--- config.mk ---
export PLATFORM = sky130hd
export DESIGN_NAME = math_sub_fab_flat
export DESIGN_NICKNAME = d
export VERILOG_FILES = /design/src/rtl/math_sub_fab_if.sv /design/src/rtl/math_sub_fab.sv /design/src/flat_wrapper.sv
export SDC_FILE = /design/constraint.sdc
export NUM_CORES = 1
export LEC_CHECK = 0
export CORE_MARGIN = 5
export CORE_UTILIZATION = 47
export DETAILED_ROUTE_END_ITERATION = 16
export PLACE_DENSITY = 0.85
export SKIP_CTS_REPAIR_TIMING = 1
export SKIP_LAST_GASP = 1
export SYNTH_ARGS = -nofsm -noshare
export SYNTH_HDL_FRONTEND = slang
export SYNTH_SLANG_ARGS = --single-unit
--- constraint.sdc ---
create_clock -name clk -period 2.6 [get_ports clk]
set_input_delay 0.52 -clock clk [delete_from_list [all_inputs] [get_ports clk]]
set_output_delay 0.52 -clock clk [all_outputs]
set_load 0.005 [all_outputs]
--- src/rtl/math_sub_fab_if.sv ---
// math_sub_fab_if: operand/result bundle for the fabric subtractor
interface math_sub_fab_if #(
  parameter int WIDTH = 16
);
  logic ena, vld_in, vld_out, ovf;
  logic [WIDTH-1:0] dina, dinb, dout;
  modport master(output ena, vld_in, dina, dinb, input vld_out, dout, ovf);
  modport slave(input ena, vld_in, dina, dinb, output vld_out, dout, ovf);
endinterface

--- src/rtl/math_sub_fab.sv ---
// math_sub_fab: fabric-sliced pipelined signed subtractor with valid tracking and overflow flag
// Define MATH_SUB_FAB_SAT_EN to clamp dout on overflow instead of wrapping.
module math_sub_fab #(
  parameter int WIDTH = 16,
  parameter int LATENCY = 1
) (
  input logic clk,
  input logic rst,
  math_sub_fab_if.slave io
);
  localparam int NUM_STAGES = LATENCY + 1;
  localparam int NS = LATENCY;
  localparam int SLICE = WIDTH / NUM_STAGES;
  logic [WIDTH-1:0] dw;
  logic sa, sb;
  if (WIDTH % NUM_STAGES != 0) begin : g_chk
    $fatal(1, "math_sub_fab: WIDTH must be a multiple of LATENCY+1");
  end
  for (genvar n = 0; n < NUM_STAGES; n++) begin : g_s
    logic [2*SLICE-1:0] op;
    logic [SLICE-1:0] a, b, d;
    logic bin;
    assign a = op[2*SLICE-1:SLICE];
    assign b = op[SLICE-1:0];
    if (n == 0) begin : g_i
      assign op = {io.dina[0 +: SLICE], io.dinb[0 +: SLICE]};
      assign bin = 1'b0;
    end else begin : g_i
      logic [n:1][2*SLICE-1:0] sk;
      always_ff @(posedge clk or negedge rst)
        if (!rst) sk <= '0;
        else if (io.ena) begin
          sk[1] <= {io.dina[n*SLICE +: SLICE], io.dinb[n*SLICE +: SLICE]};
          for (int i = 2; i <= n; i++) sk[i] <= sk[i-1];
        end
      assign op = sk[n];
      assign bin = g_s[n-1].g_b.bq;
    end
    if (n < NS) begin : g_b
      logic bo, bq;
      logic [NS-n:1][SLICE-1:0] dq;
      assign {bo, d} = {1'b0, a} - {1'b0, b} - {{SLICE{1'b0}}, bin};
      always_ff @(posedge clk or negedge rst)
        if (!rst) begin
          bq <= 1'b0;
          dq <= '0;
        end else if (io.ena) begin
          bq <= bo;
          dq[1] <= d;
          for (int i = 2; i <= NS - n; i++) dq[i] <= dq[i-1];
        end
      assign dw[n*SLICE +: SLICE] = dq[NS-n];
    end else begin : g_t
      // top slice feeds dout directly, so its signs are aligned with the result
      assign d = a - b - SLICE'(bin);
      assign dw[n*SLICE +: SLICE] = d;
      assign sa = a[SLICE-1];
      assign sb = b[SLICE-1];
    end
  end
  if (LATENCY == 0) begin : g_v
    assign io.vld_out = io.vld_in;
  end else begin : g_v
    logic [LATENCY-1:0] vq;
    always_ff @(posedge clk or negedge rst)
      if (!rst) vq <= '0;
      else if (io.ena) vq <= LATENCY'({vq, io.vld_in});
    assign io.vld_out = vq[LATENCY-1];
  end
  assign io.ovf = (sa != sb) && (dw[WIDTH-1] != sa);
`ifdef MATH_SUB_FAB_SAT_EN
  assign io.dout = io.ovf ? {sa, {(WIDTH-1){~sa}}} : dw;
`else
  assign io.dout = dw;
`endif
endmodule

--- src/flat_wrapper.sv ---
// flat-port wrapper written by rule: the top's interface ports become plain ports
module math_sub_fab_flat 
#(
  parameter int WIDTH = 16,
  parameter int LATENCY = 1
)
  (clk, rst, io_ena, io_vld_in, io_dina, io_dinb, io_vld_out, io_dout, io_ovf);
  math_sub_fab_if #(.WIDTH(WIDTH)) io_i ();
  input logic clk;
  input logic rst;
  input wire logic [$bits(io_i.ena)-1:0] io_ena;
  input wire logic [$bits(io_i.vld_in)-1:0] io_vld_in;
  input wire logic [$bits(io_i.dina)-1:0] io_dina;
  input wire logic [$bits(io_i.dinb)-1:0] io_dinb;
  output wire logic [$bits(io_i.vld_out)-1:0] io_vld_out;
  output wire logic [$bits(io_i.dout)-1:0] io_dout;
  output wire logic [$bits(io_i.ovf)-1:0] io_ovf;
  assign io_i.ena = io_ena;
  assign io_i.vld_in = io_vld_in;
  assign io_i.dina = io_dina;
  assign io_i.dinb = io_dinb;
  assign io_vld_out = io_i.vld_out;
  assign io_dout = io_i.dout;
  assign io_ovf = io_i.ovf;
  math_sub_fab #(.WIDTH(WIDTH), .LATENCY(LATENCY)) u_core (.clk(clk), .rst(rst), .io(io_i));
endmodule
* Word level (Yosys, flattened, before mapping)
Index checks and enable logic that the tools add are counted.
** Word-level totals
- Register bits :: 26
- Latch bits :: 0
- Memory bits (writable) :: 0
- ROM bits :: 0
- Bits of input ports :: 36
- Output and inout port bits :: 18
- Logic and storage cells :: 10
- Memories :: 0
** Operators by class
- Add/sub/neg operators :: 3
- Multiply operators :: 0
- Divide/modulo/power cells :: 0
- Magnitude comparators :: 0
- Eq/ne operators :: 2
- Shifts and indexed selects :: 0
- Muxes and demuxes :: 0
- Bitwise gates (word level) :: 0
- Reduce and logical (&&, ||, !) cells :: 1
** Operators by type and width (number)
- subtractor 8 x 8 -> 9 bit :: 1
- subtractor 8 x 1 -> 8 bit :: 1
- subtractor 8 bit :: 1
- != test 1 bit :: 2
- logical AND 1 bit :: 1

* Logic depth before layout (Yosys ltp)
- Depth after elaboration :: 4
- Depth in mapped cells :: 9
- Gate-level depth less buffers :: 9

* Least setup slack after synthesis
Ideal clock, no wire load.
- Kind :: flip-flop to output port
- Start point :: register u_core.g_s[0].g_b.bq
- End point :: output port io_ovf
- Data arrival time :: 2014 ps
- Slack :: 66 ps
- Stages on the path, launching flop included :: 9
- Cell sequence :: dfrtp_1 -> inv_1 -> fa_1 -> ha_1 -> and2b_1 -> a21oi_2 -> a2111oi_4 -> xnor2_1 -> mux2i_1
** Between the ends
- Longest elaborated chain between the ends :: 3
** RTL lines
- start: declaration :: line math_sub_fab.sv:40 : logic bo, bq;
- start signal: assignment :: line math_sub_fab.sv:48 : bq <= bo;
- subtractor 8 x 1 -> 8 bit :: line math_sub_fab.sv:55 : assign d = a - b - SLICE'(bin);
- != test 1 bit :: line math_sub_fab.sv:70 : assign io.ovf = (sa != sb) && (dw[WIDTH-1] != sa);
- logical AND 1 bit :: line math_sub_fab.sv:70
- end: declaration :: line flat_wrapper.sv:17 : output wire logic [$bits(io_i.ovf)-1:0] io_ovf;
No other way between the ends.

* Worst setup path in the final report
- Start point :: register u_core.g_s[1].g_i.sk[4] (netlist name)
- End point :: output port io_ovf
** Between the ends
- Longest elaborated chain between the ends :: 4
** RTL lines
- start: declaration :: line math_sub_fab.sv:29 : logic [n:1][2*SLICE-1:0] sk;
- subtractor 8 bit :: line math_sub_fab.sv:55
- subtractor 8 x 1 -> 8 bit :: line math_sub_fab.sv:55
- != test 1 bit :: line math_sub_fab.sv:70
- logical AND 1 bit :: line math_sub_fab.sv:70
No other way between the ends.

==> results.cfg <==
[final_layout]
seq_area_um2 = 651
areaGrowthSynthToFinish_pct = 50.1
final_core_util_pct = 72.6
drive_gt1_share_pct = 24.5
multiInputGateArea_um2 = 1060
nFillCells = 282
fin_nets = 322
fin_area_um2 = 2660
diodes = 0

[sta]
maxSlewViolCount = 0
rsz0062_at_grt = yes
setup_tns_ns = -0.438
setup_viol = 3
fmax_mhz = 355
skew_ns = 0
tightest_slew_ns = 0.362
post-route-min-period_ns = 2.82
hold_violations = 0
setup_slack_ns = -0.215
period_share_pct = 108
slew_headroom_pct = 75.2
whs_ns = 0.499

[synth]
syn_inst = 184
synth_ff_type = dfrtp_1
synth_area_um2 = 1770
synth_enable_flop_cells = 0
yosys_warnings = 0
synthArstFlopShare_pct = 100
synth_nets = 243
ys_seq_elements = 26
syn_area_per_cell_um2 = 9.62
yosysSeqAreaShare_pct = 36.8
synth.distinct_cells = 32

[setup_path]
slowest_delay_ns = 0.39
crit_slowest_cell = dfrtp_1
startpoint_type = flip-flop
path_max_fanout = 3
arrival_ns = 2.30
crit_type = reg -> out
crit_required_ns = 2.08
cp-end-kind = output pin
crit_chain = ha_1 > inv_2 > ha_4 > a21oi_2 > nor2_2 > a2111oi_4 > xnor2_2 > mux2i_1 > clkbuf_2

[routing]
drc_errors = 0
drtAntennaViolNets = 0
wire_per_inst_um = 12.8
drt_iter0_markers = 26
avgViaCountPerCell = 4.89
drt-total-wl_mm = 3.94
dr.pass1.iters = 4
vias = 1511

[clock_network]
h-tree-depth = 1
cts_tree = built
clk_path_buf_depth = 2
clkSlewWorstSetupHoldPaths_ns = 0.08
clock-sinks = 26
worstSkewPairLatency_ns = 0.26
root_buffer = clkbuf_8
numCtsBuffers = 3

[global_routing]
grt_usage_pct = 14.6
antenna_found_initial = 0
overflow = 0
grt_pass1_wl_mm = 6.04
grt_pass1_vias = 1512
grt_max_degree = 27

[flow_run]
drv_cap = 0

[floorplanning]
initial_core_util_pct = 48.3
die_h_um = 71.4
die_area_um2 = 5090
core_um2 = 3660
die_w_um = 71.4
io_pins = 54
rows = 22

[placed_design]
gp_congestion = 0.820
placed_cell_area_um2 = 2520
dp_hpwl_mm = 3.06
dp_slack_ns = -0.537
port-buffer-count = 53

[outcome]
violations = setup timing
outcome = finished, violations left

[pwr]
irDropWorstVdd_mv = 0.268
p_per_area_nw_per_um2 = 550
power_leakage_nw = 1.30

[worst_hold_path]
hold_path_class = reg -> reg
logic make-up after synthesis:
kind of cell             share of synthesized area (%)
buffers and inverters                             7.85
XOR/XNOR                                          5.45
AND/OR/NAND/NOR                                   8.77
AO/OA/AOI/OAI                                     14.8
adder cells (fa/ha/maj)                           17.5
multiplexers                                      8.84
flip-flops                                        36.8
final timing paths:
kind	from	to	slack, ns	cells after the start
max	u_core.g_s[1].g_i.sk[4]	io_ovf	-0.22	9
min	u_core.g_s[0].g_b.dq[1]	u_core.g_s[0].g_b.dq[1]	0.50	2
max reg2reg	u_core.g_s[1].g_i.sk[4]	u_core.g_s[1].g_i.sk[4]	1.70	2
min reg2reg	u_core.g_s[0].g_b.dq[1]	u_core.g_s[0].g_b.dq[1]	0.50	2
max in group asynchronous	rst	u_core.g_s[1].g_i.sk[8]	1.73	2
min in group asynchronous	rst	u_core.g_s[1].g_i.sk[2]	0.63	2
power breakdown:
group          leakage [nW]  total (mW)  switching [mW]  internal, mW
clock                0.0216       0.215           0.112         0.103
sequential            0.309       0.486          0.0310         0.455
combinational         0.970       0.760           0.310         0.450
registers in the layout, indices dropped and copies added (netlist names):
name,count
u_core.g_s.g_i.sk,16
u_core.g_s.g_b.dq,8
u_core.g_s.g_b.bq,1
u_core.io.vld_out,1
worst max-delay path: cells and delay by family, from the launching register on:
family	cells	cell delay, ns
AOI/OAI and AO/OA	2	0.48
buffers and inverters	2	0.21
xor gates and xnor gates	1	0.18
and+or+nand+nor	1	0.06
adders and majority gates	2	0.52
muxes	1	0.20
DFF	1	0.39
layout make-up:
cell class / count / area share, %
Sequential cell: 26 / 24.5
Clock buffer: 3 / 1.55
Tap cell: 48 / 2.26
Timing Repair Buffer: 78 / 27.0
Inverter: 33 / 4.66
Multi-Input combinational cell: 121 / 40.0
layout by cell type, fill, tap and decap left out, types with 2 or more instances in the layout:
cell type / n
mux2_2: 12
nand2b_1: 3
clkbuf_8: 3
nor2_1: 4
ha_1: 16
o21ai_0: 11
and3_1: 2
clkdlybuf4s50_1: 44
a21o_1: 3
xnor2_1: 6
inv_1: 27
a21oi_2: 3
xor2_1: 4
buf_2: 2
inv_2: 6
dfrtp_1: 26
buf_4: 25
o31ai_1: 2
a21oi_1: 5
dlymetal6s2s_1: 6
fa_1: 2
a211oi_1: 2
nand2_1: 19
ha_4: 4
o21a_1: 3
synth_stat cells, drive strengths merged (2+ instances only):
master | n | area, um^2
nand2b | 3 | 18.8
xor2 | 4 | 35.0
ha | 20 | 250
xnor2 | 7 | 61.3
a21o | 3 | 22.5
mux2 | 13 | 146
o31ai | 2 | 15.0
fa | 3 | 60.1
clkbuf | 4 | 15.0
inv | 33 | 124
o21ai | 13 | 65.1
o21a | 3 | 22.5
a2111oi | 2 | 36.3
a21oi | 8 | 43.8
nand2 | 20 | 75.1
dfrtp | 26 | 651
a211oi | 3 | 22.5
nor2 | 5 | 18.8
and3 | 2 | 12.5
per-layer routing:
layer	part of all wire [%]	vias to the layer above	track usage, %
li1	-	769	-
met1	38	698	15.1
met2	56	42	29.1
met3	5.3	2	1.96
met4	0.89	0	5.22
met5	0	-	0
through the flow:
stage / cells / power [mW]
global route: 309 / 1.57
CTS: 308 / 1.44
detailed placement: 305 / 1.23
floorplan: 184 / 0.831
finish: 309 / 1.46
global placement: 305 / 1.20
(Power assumes the default switching activity.)
